## config.mk

```make
export PLATFORM = sky130hd
export DESIGN_NAME = serial_frame_sender_flat
export DESIGN_NICKNAME = d
export VERILOG_FILES = /design/src/rtl/serial_frame_sender_if.sv /design/src/rtl/serial_frame_sender.sv /design/src/flat_wrapper.sv
export SDC_FILE = /design/constraint.sdc
export NUM_CORES = 1
export LEC_CHECK = 0
export CORE_MARGIN = 5
export CORE_UTILIZATION = 40
export CTS_CLUSTER_DIAMETER = 150
export DETAILED_ROUTE_END_ITERATION = 10
export GPL_TIMING_DRIVEN = 0
export HOLD_SLACK_MARGIN = 0.02
export PLACE_DENSITY_LB_ADDON = 0.12
export SLEW_MARGIN = 20
export SYNTH_ARGS = -nofsm -noshare
export SYNTH_HDL_FRONTEND = slang
export SYNTH_SLANG_ARGS = --single-unit
```

## constraint.sdc

```tcl
create_clock -name clk -period 1.8 [get_ports clk]
set_clock_uncertainty 0.1 [all_clocks]
set_input_delay 0.36 -clock clk [delete_from_list [all_inputs] [get_ports clk]]
set_output_delay 0.36 -clock clk [all_outputs]
set_load 0.05 [all_outputs]
```

## src/rtl/serial_frame_sender_if.sv

```systemverilog
`default_nettype none
//------------------------------------------------------------------------------
// Module      : serial_frame_sender_if
// Description : Word handshake between a producer and serial_frame_sender.
//               s_data  - payload word, sampled by the sender on accept
//               s_valid - producer has a word available
//               s_ready - sender can take a word this cycle
//               A transfer happens in any cycle where s_valid && s_ready.
// Revision    : 1.0 - initial release
//------------------------------------------------------------------------------
interface serial_frame_sender_if #(
   parameter int DATA_W = 8
);
   logic [DATA_W-1:0] s_data;
   logic              s_valid;
   logic              s_ready;

   modport master (output s_data, output s_valid, input s_ready);
   modport slave  (input s_data, input s_valid, output s_ready);
endinterface
`default_nettype wire

```

## src/rtl/serial_frame_sender.sv

```systemverilog
`default_nettype none
//------------------------------------------------------------------------------
// Module      : serial_frame_sender
// Description : Framed single-line NRZ transmitter. Takes a parallel word on a
//               valid/ready handshake and sends start bit (0), payload MSB
//               first, optional parity bit and STOP_BITS stop bits (1). Each
//               bit is held CLKS_PER_BIT clocks. The line idles high.
// Ports       : clk        - transmit clock, rising edge
//               aresetn    - asynchronous active-low reset, sync release
//               s          - word handshake (slave side)
//               serial_out - registered serial line, idle 1
//               busy       - a frame is in progress
//               frame_done - 1-cycle pulse in last cycle of final stop bit
// Revision    : 1.0 - initial release
//------------------------------------------------------------------------------
module serial_frame_sender #(
   parameter int DATA_W       = 8,
   parameter int CLKS_PER_BIT = 4,
   parameter int STOP_BITS    = 1,
   parameter int PARITY       = 0
) (
   input  wire logic             clk,
   input  wire logic             aresetn,
   serial_frame_sender_if.slave  s,
   output logic                  serial_out,
   output logic                  busy,
   output logic                  frame_done
);

   if (DATA_W < 1 || DATA_W > 32 || CLKS_PER_BIT < 2 ||
       STOP_BITS < 1 || STOP_BITS > 4 || PARITY < 0 || PARITY > 2) begin : g_param_check
      $error("serial_frame_sender: illegal parameter value");
   end

   // Bit index is shared between DATA and STOP, so size it for the larger.
   localparam int c_IDX_MAX = (DATA_W > STOP_BITS) ? DATA_W : STOP_BITS;
   localparam int c_CNT_W   = (CLKS_PER_BIT > 1) ? $clog2(CLKS_PER_BIT) : 1;
   localparam int c_IDX_W   = (c_IDX_MAX > 1) ? $clog2(c_IDX_MAX) : 1;

   localparam logic [c_CNT_W-1:0] c_CNT_LAST   = c_CNT_W'(CLKS_PER_BIT - 1);
   localparam logic [c_CNT_W-1:0] c_CNT_PENULT = c_CNT_W'(CLKS_PER_BIT - 2);
   localparam logic [c_IDX_W-1:0] c_DATA_LAST  = c_IDX_W'(DATA_W - 1);
   localparam logic [c_IDX_W-1:0] c_STOP_LAST  = c_IDX_W'(STOP_BITS - 1);
   localparam logic               c_PAR_EN     = (PARITY != 0);
   localparam logic               c_PAR_ODD    = (PARITY == 2);

   typedef enum logic [2:0] {
      ST_IDLE   = 3'd0,
      ST_START  = 3'd1,
      ST_DATA   = 3'd2,
      ST_PARITY = 3'd3,
      ST_STOP   = 3'd4
   } state_t;

   state_t              r_state;
   logic [c_CNT_W-1:0]  r_cnt;
   logic [c_IDX_W-1:0]  r_idx;
   logic [DATA_W-1:0]   r_shift;
   logic                r_par;
   logic                r_line;
   logic                r_ready;
   logic                r_busy;
   logic                r_done;
   logic [DATA_W-1:0]   w_shift_next;

   // Shifting left keeps the bit to send next in the MSB position; written as
   // a shift so a 1-bit payload needs no special case.
   assign w_shift_next = r_shift << 1;

   always_ff @(posedge clk or negedge aresetn) begin
      if (!aresetn) begin
         r_state <= ST_IDLE;
         r_cnt   <= '0;
         r_idx   <= '0;
         r_shift <= '0;
         r_par   <= 1'b0;
         r_line  <= 1'b1;
         r_ready <= 1'b0;
         r_busy  <= 1'b0;
         r_done  <= 1'b0;
      end else begin
         r_done <= 1'b0;
         case (r_state)
            ST_IDLE: begin
               r_line <= 1'b1;
               r_busy <= 1'b0;
               r_cnt  <= '0;
               r_idx  <= '0;
               if (s.s_valid && r_ready) begin
                  r_state <= ST_START;
                  r_ready <= 1'b0;
                  r_busy  <= 1'b1;
                  r_line  <= 1'b0;
                  r_shift <= s.s_data;
                  r_par   <= (^s.s_data) ^ c_PAR_ODD;
               end else begin
                  // Ready comes up one clock after reset release.
                  r_ready <= 1'b1;
               end
            end
            ST_START: begin
               if (r_cnt == c_CNT_LAST) begin
                  r_state <= ST_DATA;
                  r_cnt   <= '0;
                  r_idx   <= '0;
                  r_line  <= r_shift[DATA_W-1];
               end else begin
                  r_cnt <= r_cnt + 1'b1;
               end
            end
            ST_DATA: begin
               if (r_cnt == c_CNT_LAST) begin
                  r_cnt <= '0;
                  if (r_idx == c_DATA_LAST) begin
                     r_idx <= '0;
                     if (c_PAR_EN) begin
                        r_state <= ST_PARITY;
                        r_line  <= r_par;
                     end else begin
                        r_state <= ST_STOP;
                        r_line  <= 1'b1;
                     end
                  end else begin
                     r_idx   <= r_idx + 1'b1;
                     r_shift <= w_shift_next;
                     r_line  <= w_shift_next[DATA_W-1];
                  end
               end else begin
                  r_cnt <= r_cnt + 1'b1;
               end
            end
            ST_PARITY: begin
               if (r_cnt == c_CNT_LAST) begin
                  r_state <= ST_STOP;
                  r_cnt   <= '0;
                  r_idx   <= '0;
                  r_line  <= 1'b1;
               end else begin
                  r_cnt <= r_cnt + 1'b1;
               end
            end
            ST_STOP: begin
               r_line <= 1'b1;
               if (r_cnt == c_CNT_LAST) begin
                  r_cnt <= '0;
                  if (r_idx == c_STOP_LAST) begin
                     r_state <= ST_IDLE;
                     r_idx   <= '0;
                     r_busy  <= 1'b0;
                     r_ready <= 1'b1;
                  end else begin
                     r_idx <= r_idx + 1'b1;
                  end
               end else begin
                  r_cnt <= r_cnt + 1'b1;
                  // Registered pulse: set one clock early so it is high
                  // exactly during the final stop-bit cycle.
                  if (r_idx == c_STOP_LAST && r_cnt == c_CNT_PENULT) begin
                     r_done <= 1'b1;
                  end
               end
            end
            default: begin
               r_state <= ST_IDLE;
               r_cnt   <= '0;
               r_idx   <= '0;
               r_line  <= 1'b1;
               r_busy  <= 1'b0;
               r_ready <= 1'b0;
            end
         endcase
      end
   end

   assign s.s_ready  = r_ready;
   assign serial_out = r_line;
   assign busy       = r_busy;
   assign frame_done = r_done;

endmodule
`default_nettype wire

```

## src/flat_wrapper.sv

```systemverilog
// flat-port wrapper written by rule: the top's interface ports become plain ports
module serial_frame_sender_flat 
#(
   parameter int DATA_W       = 8,
   parameter int CLKS_PER_BIT = 4,
   parameter int STOP_BITS    = 1,
   parameter int PARITY       = 0
)
  (clk, aresetn, serial_out, busy, frame_done, s_s_data, s_s_valid, s_s_ready);
  serial_frame_sender_if #(.DATA_W(DATA_W)) s_i ();
  input  wire logic clk;
  input  wire logic aresetn;
  output logic serial_out;
  output logic busy;
  output logic frame_done;
  input wire logic [$bits(s_i.s_data)-1:0] s_s_data;
  input wire logic [$bits(s_i.s_valid)-1:0] s_s_valid;
  output wire logic [$bits(s_i.s_ready)-1:0] s_s_ready;
  assign s_i.s_data = s_s_data;
  assign s_i.s_valid = s_s_valid;
  assign s_s_ready = s_i.s_ready;
  serial_frame_sender #(.DATA_W(DATA_W), .CLKS_PER_BIT(CLKS_PER_BIT), .STOP_BITS(STOP_BITS), .PARITY(PARITY)) u_core (.clk(clk), .aresetn(aresetn), .s(s_i), .serial_out(serial_out), .busy(busy), .frame_done(frame_done));
endmodule
```

; ---- Word level (Yosys, flattened, before mapping)
; Cells that the tools add are included.
[totals]
regBits = 20
inputBits = 11
output_inout_bits = 4
word_cells = 76
[classes]
add_sub_neg = 2
eq_ne = 16
muxes = 36
bitwise = 1
n_reduce_logical = 13
[ops]
columns = cell, count
row1 = $mux W3, 12
row2 = $mux W8, 3
row3 = $ne A2 B1 Y1 const B, 8
row4 = $pmux W8 S2, 1
row5 = $pmux W3 S5, 1
row6 = $mux W1, 13
row7 = $pmux W3 S3, 1
row8 = $reduce_and A3 Y1, 3
row9 = $reduce_and A7 Y1, 1
row10 = $eq A3 B2 Y1 const B, 2
row11 = $eq A3 B3 Y1 const B, 2
row12 = $logic_not A3 Y1, 2
row13 = $pmux W1 S3, 2
row14 = $eq A2 B2 Y1 const B, 2
row15 = $mux W2, 2
row16 = $pmux W1 S4, 1
row17 = $reduce_and A4 Y1, 1
row18 = $reduce_or A4 Y1, 1
row19 = $add A3 B1 Y3 const B, 1
row20 = $eq A3 B1 Y1 const B, 1
row21 = $reduce_or A3 Y1, 1
row22 = $add A2 B1 Y2 const B, 1
row23 = $logic_and A1 B1 Y1, 2
row24 = $ne A2 B2 Y1 const B, 1
row25 = 3 further kinds, 3

; ---- Longest topological paths before layout
; Gate-level depths: netlist of run 1.
[logic_depth]
ltp_word = 5
ltp_mapped = 7
depth_no_buf = 6

; ---- Least setup slack after synthesis of run 1
; No wires, ideal clock.
[synth_path]
kind = reg-to-reg
startpoint = register u_core.r_idx[0]
endpoint = register u_core.r_shift[7]
setup_ps = 73
arrival_ps = 1637
required_time_ps = 1627
setup_slack_ps = -10
stages_incl_launch_ff = 8
path_buffers = 1
period_less_slack_ps = 1810
path_cell_list = dfrtp_1 > ha_1 > ha_1 > nand3b_2 > a211oi_4 > buf_6 > nor2_1 > a21oi_2
[synth_between]
elab_chain_len = 3
[synth_rtl]
columns = item, line
row1 = "start, declared", serial_frame_sender.sv:57  ; logic [c_IDX_W-1:0] r_idx;
row2 = "start signal, assigned", serial_frame_sender.sv:124  ; r_idx <= r_idx + 1'b1;
row3 = "start signal, assigned", serial_frame_sender.sv:152  ; r_idx <= r_idx + 1'b1;
row4 = $eq A3 B3 Y1, serial_frame_sender.sv:114  ; if (r_idx == c_DATA_LAST) begin
row5 = $ne A2 B2 Y1 (no line), n/a
row6 = $reduce_and A4 Y1 (no line), n/a
row7 = "end signal, assigned", serial_frame_sender.sv:94  ; r_shift <= s.s_data;
row8 = "end signal, assigned", serial_frame_sender.sv:125  ; r_shift <= w_shift_next;
row9 = "end, declared", serial_frame_sender.sv:58  ; logic [DATA_W-1:0] r_shift;
; Every way passes these cells.
; A chain may end at the register's enable or synchronous reset.

; ---- Worst setup path after layout of run 1
[layout_path]
startpoint = register u_core.r_idx[1]
endpoint = register u_core.r_shift[6]
; Same word-level chain as after synthesis.

==> reports/metrics.cfg, run 1 <==
[synth]
synthesis.area_um2 = 1096
synth_top_family_by_area = simple AND/OR/NAND/NOR gates
synth.distinct_cells = 33
syn_inst = 106
yosys.area_share.simple_pct = 17.58
seq_area_frac_synth_pct = 45.78
avgSynthCellArea_um2 = 10.34
synth_warnings = 0
synth_compound_area_share_pct = 17.24
synth_top_area_cell = dfrtp_1
synth_fa_ha_area_share_pct = 5.708
syn_nets = 122
synth_top_area_share_pct = 43.38
synth_xor_area_share_pct = 1.484
synthMuxAreaShare_pct = 6.393
synth-seq-cells = 20
synthTopCellsByArea = dfrtp_1, mux2i_1, ha_1

[finish]
layout.nets = 146
num-fill-cells = 250
drive_gt1_share_pct = 23.26
instances_no_fill = 160
regArea_um2 = 501.7
antenna_cells = 0
finalInstanceArea_um2 = 1386
final_util_pct = 51.61
syn_to_final_growth_pct = 26.48
multi_input_area_um2 = 573.1

[global_route]
antenna_found_initial = 0
grt_pass1_wl_um = 3850
track_usage_pct = 12.09
grt_max_degree = 21
grt_pass1_vias = 840
grt_overflow = 0

[route]
detail-route-antenna-nets = 0
drt-initial-drc-count = 24
drc = 0
wirelength_um = 2207
viasPerCell = 5.231
via_count = 837
dr.pass1.iters = 3
post_drt_wl_per_cell_um = 13.79

[worst_setup_path]
endpoint_kind = flop
crit_arrival_ns = 1.78
cp_max_fo = 5
crit_path_start_kind = flop
required_ns = 1.89
path_class = reg2reg

[pwr]
power.density_nw_per_um2 = 1415
irDropWorstVdd_v = 0.0008403
finalPower_w = 0.001962
p_leak_nw = 0.6135

[hold_path]
min_path_type = reg2reg

[floorplan]
die_height_um = 62.35
rows = 19
io_pins = 15
dieArea_um2 = 3887
die_w_um = 62.35
start_util_pct = 40.80
core-area_um2 = 2686

[placement]
portBuffers = 14
post-place-ws_ns = -0.1660
hpwl_um = 1531
place.gp.congestion = 0.7135
numPlacedInstances = 151
place_area_um2 = 1275

[sta]
worst_pin_slew_ns = 0.9091
min_period_ns = 1.692
slew_headroom_pct = 39.20
slew_viol_final = 0
max_freq_mhz = 591.2
hold_viol = 0
fin_crit_sh_pct = 93.98
final.setup.worst_slack_ns = 0.1084
setup_viol = 0

[cts]
cts_sinks = 20
cts_tree = done
path_clk_slew_ns = 0.11
clk_path_buf_depth = 2
ctsHoldBuffers = 0
clock_latency_ns = 0.30
numCtsBuffers = 3
cts-root-buf = clkbuf_4
h-tree-depth = 1

[outcome]
status = completed

[job]
maxCapViolCount = 0

worst max-delay path, cell delays in order (launching register included):
cell	delay [ns]
dfrtp_1	0.43
ha_4	0.18
ha_4	0.16
nand3b_4	0.15
a211oi_4	0.29
buf_4	0.21
a21oi_1	0.06
logic make-up after synthesis:
group                      count (synthesis)
AOI/OAI and AO/OA                         29
and+or+nand+nor                           32
buffers and inverters                     12
adders and majority gates                  5
muxes                                      7
DFF                                       20
xor gates and xnor gates                   1
Yosys cell counts:
master,instances
nor4bb_1,1
mux2i_1,7
o32ai_1,1
dfstp_2,1
o2111ai_1,1
a21oi_1,12
buf_2,3
buf_6,2
or2_2,1
nand2b_1,5
a21oi_2,2
inv_1,6
nand3_1,2
a41o_1,1
nand3b_4,1
dfrtp_1,19
nand4_1,1
clkbuf_1,1
nor3_1,1
ha_1,5
o31ai_1,1
nor2b_1,2
nor2_1,8
or3b_2,1
nand2_1,6
a21o_1,1
nand3b_1,1
nand3b_2,1
xor2_2,1
a211oi_4,1
nor2_4,1
o21ai_0,6
o22ai_1,3
sequential cells by signal, summed over array words and instances (netlist names):
register	cells
u_core.frame_done	1
u_core.r_shift	8
u_core.r_cnt	2
u_core.r_state	3
u_core.s.s_ready	1
u_core.r_idx	3
u_core.serial_out	1
u_core.busy	1
stage by stage:
stage	hold WS, ns	TNS, ns
floorplan	-0.03559	0
detailed placement	0.3668	-1.176
global route	0.4138	-0.001997
global placement	0.3539	-1.054
CTS	0.3839	0
finish	0.3820	0
final timing paths:
check	start	end	slack, ns	depth (start not counted)
max	u_core.r_idx[1]$_DFFE_PN0P_	u_core.r_shift[6]$_DFFE_PN0P_	0.11	6
min reg2reg	u_core.r_cnt[0]$_DFF_PN0_	u_core.r_cnt[0]$_DFF_PN0_	0.38	1
max reg2reg	u_core.r_idx[1]$_DFFE_PN0P_	u_core.r_shift[6]$_DFFE_PN0P_	0.11	6
min	u_core.r_cnt[0]$_DFF_PN0_	u_core.r_cnt[0]$_DFF_PN0_	0.38	1
max in group asynchronous	aresetn	u_core.r_state[2]$_DFFE_PN0P_	0.58	1
min in group asynchronous	aresetn	u_core.s.s_ready$_DFFE_PN0P_	0.46	1
cell usage in the layout (no fill, tap or decap), types with 2 or more instances in the layout:
cell type / instances
dfrtp_1: 19
buf_2: 3
ha_4: 2
buf_6: 3
nand3b_4: 2
ha_1: 3
nand2_1: 6
nand3_1: 2
nor2b_1: 2
o22ai_1: 3
a21oi_1: 12
dlygate4sd2_1: 2
clkdlybuf4s50_1: 10
clkdlybuf4s15_2: 2
a21oi_2: 2
nor2_1: 7
o21ai_0: 5
mux2i_1: 7
inv_1: 6
clkbuf_4: 3
buf_4: 4
nand2b_1: 5
layer usage:
layer	up-vias	part of all wire, %	track usage (%)
met5	-	0	0
li1	415	-	-
met4	0	0.77	2.387
met1	411	48	16.22
met2	9	47	19.17
met3	2	3.9	3.784
final cells by class:
class                   instances  share of cell area (%)
multi-input cells              74                   41.34
flip-flops and latches         20                   36.19
repair buffers                 19                   13.09
inverters                       6                   1.625
clock buffers                   4                   1.895
plain buffers                   6                   3.069
well taps                      31                   2.798
report_power, final:
| part | total [W] | switching [W] | internal, W | leakage (nW) |
|---|---|---|---|---|
| clock network | 0.000220 | 0.000134 | 0.0000863 | 0.0150 |
| logic | 0.00101 | 0.000582 | 0.000424 | 0.355 |
| registers | 0.000736 | 0.000110 | 0.000626 | 0.243 |
| total | 0.00196 | 0.000826 | 0.00114 | 0.614 |
timing repair:
action | in CTS | in global routing
resized for setup | 11 | 9
pin swaps | 1 | 2
setup endpoints to repair | 12 | 12
gates cloned | 1 | 0
buffers inserted | 3 | 1
endpoints found under the hold margin | 0 | 0
Note: power is estimated with default switching activity, not from simulation.
==> inputs of run 2 (changes only) <==
Settings changed: ABC_AREA set to 1, CORE_ASPECT_RATIO set to 1.25, HOLD_SLACK_MARGIN 0.02 to unset.
==> run 2 against run 1 <==
Via count grew 14%. Worst setup slack worse by 0.022 ns. Non-clock buffer count shrank 8. Core utilization down 1.9 points.
==> reports/metrics.cfg, run 2 <==
[outcome]
status = completed

[cts]
postCtsSetupBuffers = 0  ; -3
path_clk_slew_ns = 0.11  ; about the same
h-tree-depth = 1  ; unchanged
cts-root-buf = clkbuf_4
cts_tree = done
numCtsBuffers = 3  ; unchanged
clk_path_buf_depth = 2  ; unchanged
cts_sinks = 20  ; unchanged
clock_latency_ns = 0.31  ; about the same

[global_route]
grt_pass1_wl_um = 4119  ; +7.0%
track_usage_pct = 12.95  ; +0.86 points
grt_overflow = 0  ; unchanged
antenna_found_initial = 0  ; unchanged
grt_pass1_vias = 976  ; +16%
grt_max_degree = 21  ; unchanged

[finish]
top_regs = u_core.r_shift x8, u_core.r_idx x3, u_core.r_state x3
drive_gt1_share_pct = 17.72  ; -5.5 points
layout_commonest_cell = nand2_1
antenna_cells = 0  ; unchanged
instances_no_fill = 192  ; +20%
syn_to_final_growth_pct = 19.18
layout.nets = 175  ; +20%
regMostFlops = u_core.r_shift
largest_register_ffs = 8  ; unchanged
final_cell_mix = nand2_1, dfrtp_1, inv_1
num-fill-cells = 282  ; +13%

[worst_setup_path]
endpoint_kind = output pin
worstRegToRegCells = 10  ; +4
crit_family = buffers and inverters
cp_max_fo = 4  ; -1
crit_arrival_ns = 1.25  ; -0.53 ns
cp_slowest_cell = dlygate4sd2_1
crit_buf_inv = 1  ; unchanged
required_ns = 1.34  ; -0.55 ns
crit_path_end = s_s_ready
crit_chain = dlygate4sd2_1
cp-startpoint = u_core.s.s_ready$_DFFE_PN0P_
path_depth = 1  ; -5
r2r_start = u_core.r_state[2]$_DFFE_PN0P_
reg2reg_slack_ns = 0.12  ; about the same
cpPeakStageDelay_ns = 0.54  ; +0.11 ns
worstReg2RegEnd = u_core.r_shift[7]$_DFFE_PN0P_
path_class = reg2out
crit_path_start_kind = flop

[synth]
synth-seq-cells = 20  ; unchanged
synth_edf_count = 0  ; unchanged
avgSynthCellArea_um2 = 8.061  ; -22%
syn_inst = 140  ; +32%
synth.distinct_cells = 24  ; -27%
synth_top_area_cell = dfrtp_1
synthTopCellsByArea = dfrtp_1, nand2_1, ha_1
syn_nets = 156  ; +28%
ys.flop_type = dfrtp_1
synth_warnings = 0  ; unchanged
yosysMostFrequentCell = nand2_1
async_reset_ff_share_pct = 100.0  ; unchanged
synthTopCellsByCount = nand2_1, dfrtp_1, inv_1
synth_top_area_share_pct = 42.13  ; -1.3 points
synthesis.area_um2 = 1129  ; +3.0%
seq_area_frac_synth_pct = 44.46  ; -1.3 points

[pwr]
irDropWorstVdd_v = 0.0006956  ; -17%
power.density_nw_per_um2 = 1636  ; +16%
p_leak_nw = 0.6943  ; +13%

[floorplan]
rows = 21  ; +2
die_height_um = 69.39  ; +11%
start_util_pct = 41.70  ; +0.90 points
core-area_um2 = 2706  ; +0.75%
die_w_um = 57.51  ; -7.8%
dieArea_um2 = 3990  ; +2.7%
io_pins = 15  ; unchanged

[sta]
max_freq_mhz = 583.6  ; -1.3%
worst_pin_slew_ns = 0.9023  ; -0.006788 ns
min_period_ns = 1.714  ; +0.02206 ns
fin_crit_sh_pct = 95.20  ; +1.2 points
tns_ns = 0  ; unchanged
slew_viol_final = 0  ; unchanged
rsz0062_at_grt = no
setup_viol = 0  ; unchanged
slew_headroom_pct = 39.66  ; +0.45 points
final.setup.worst_slack_ns = 0.08637  ; -0.02206 ns
hold_viol = 0  ; unchanged

[hold_path]
min_path_type = reg2reg

[placement]
numPlacedInstances = 188  ; +25%
post-place-ws_ns = 0.01285  ; +0.1788 ns
place.gp.congestion = 0.8792  ; +23%
portBuffers = 14  ; unchanged
hpwl_um = 1728  ; +13%

[route]
dr.pass1.iters = 4  ; +1
wirelength_um = 2351  ; +6.5%
drt-initial-drc-count = 48  ; +100%
drc = 0  ; unchanged
detail-route-antenna-nets = 0  ; unchanged
via_count = 958  ; +14%
viasPerCell = 4.990  ; -4.6%
post_drt_wl_per_cell_um = 12.24  ; -11%

[job]
maxCapViolCount = 0  ; unchanged

run 2: cell types whose count changed after synthesis, moves of 4 or more:
cell / change
o21ai_1: +10
nand2_1: +28
a21oi_1: -9
mux2i_1: -7
nand3_1: +8
nand2b_1: -5
inv_1: +9
o21ai_0: +4
or2_2: +5
run 2: cells by family after synthesis:
family                   count (synthesis)  synth area share [%]
AO/OA/AOI/OAI                           27                 13.19
adder cells (fa/ha/maj)                  5                 5.543
buffers and inverters                   22                 8.647
flip-flops                              20                 44.46
AND/OR/NAND/NOR                         66                 28.16
run 2: layer usage:
metal	vias to the layer above	global-route usage, %	part of all wire [%]
met4	0	6.443	1.9
met3	4	3.538	5.6
li1	485	-	-
met5	-	0	0
met1	443	14.57	42
met2	26	21.86	50
run 2: final cells by class:
class | count | area, um^2 | area share (%)
well taps | 34 | 42.54 | 3.163
clock buffers | 4 | 36.28 | 2.698
repair buffers | 14 | 137.6 | 10.23
inverters | 19 | 73.82 | 5.488
flip-flops and latches | 20 | 501.7 | 37.30
plain buffers | 3 | 23.77 | 1.767
multi-input cells | 98 | 529.3 | 39.35
run 2: what timing repair did:
action	CTS	global route
hold buffers	0	0
gates resized for setup	6	0
endpoints found under the setup margin	4	0
run 2: power by group:
group / internal (W) / switching (W) / leakage [nW] / total (W)
sequential: 0.000632 / 0.000116 / 0.255 / 0.000749
clock: 0.000124 / 0.000146 / 0.0210 / 0.000270
combinational: 0.000427 / 0.000756 / 0.418 / 0.00118
total: 0.00118 / 0.00102 / 0.694 / 0.00220
run 2: how the worst min path moves through the flow:
stage	start	to	slack, ns	depth (start not counted)
2_1_floorplan	aresetn	u_core.busy$_DFFE_PN0P_	-0.04	0
3_3_place_gp	u_core.r_shift[0]$_DFFE_PN0P_	u_core.r_shift[0]$_DFFE_PN0P_	0.36	2
3_5_place_dp	u_core.r_shift[0]$_DFFE_PN0P_	u_core.r_shift[0]$_DFFE_PN0P_	0.36	2
4_1_cts	u_core.r_shift[0]$_DFFE_PN0P_	u_core.r_shift[0]$_DFFE_PN0P_	0.39	2
5_1_grt	u_core.busy$_DFFE_PN0P_	u_core.busy$_DFFE_PN0P_	0.41	2
6_report	u_core.busy$_DFFE_PN0P_	u_core.busy$_DFFE_PN0P_	0.38	2
run 2: worst min-delay path: stages (launching register included):
cell and delay (ns):
dfrtp_1 0.35, nand2_1 0.05, nand2_1 0.05
run 2: stage by stage:
step / util, % / total power (W) / hold WS [ns] / cell area [um^2]
after floorplan: - / 0.001675 / -0.03559 / 1129
after global placement: 48.45 / 0.001946 / 0.3596 / 1311
after detailed placement: 48.45 / 0.001970 / 0.3615 / 1311
after CTS: 49.70 / 0.002231 / 0.3913 / 1345
after global routing: 49.70 / 0.002416 / 0.4051 / 1345
final: 49.70 / 0.002201 / 0.3830 / 1345
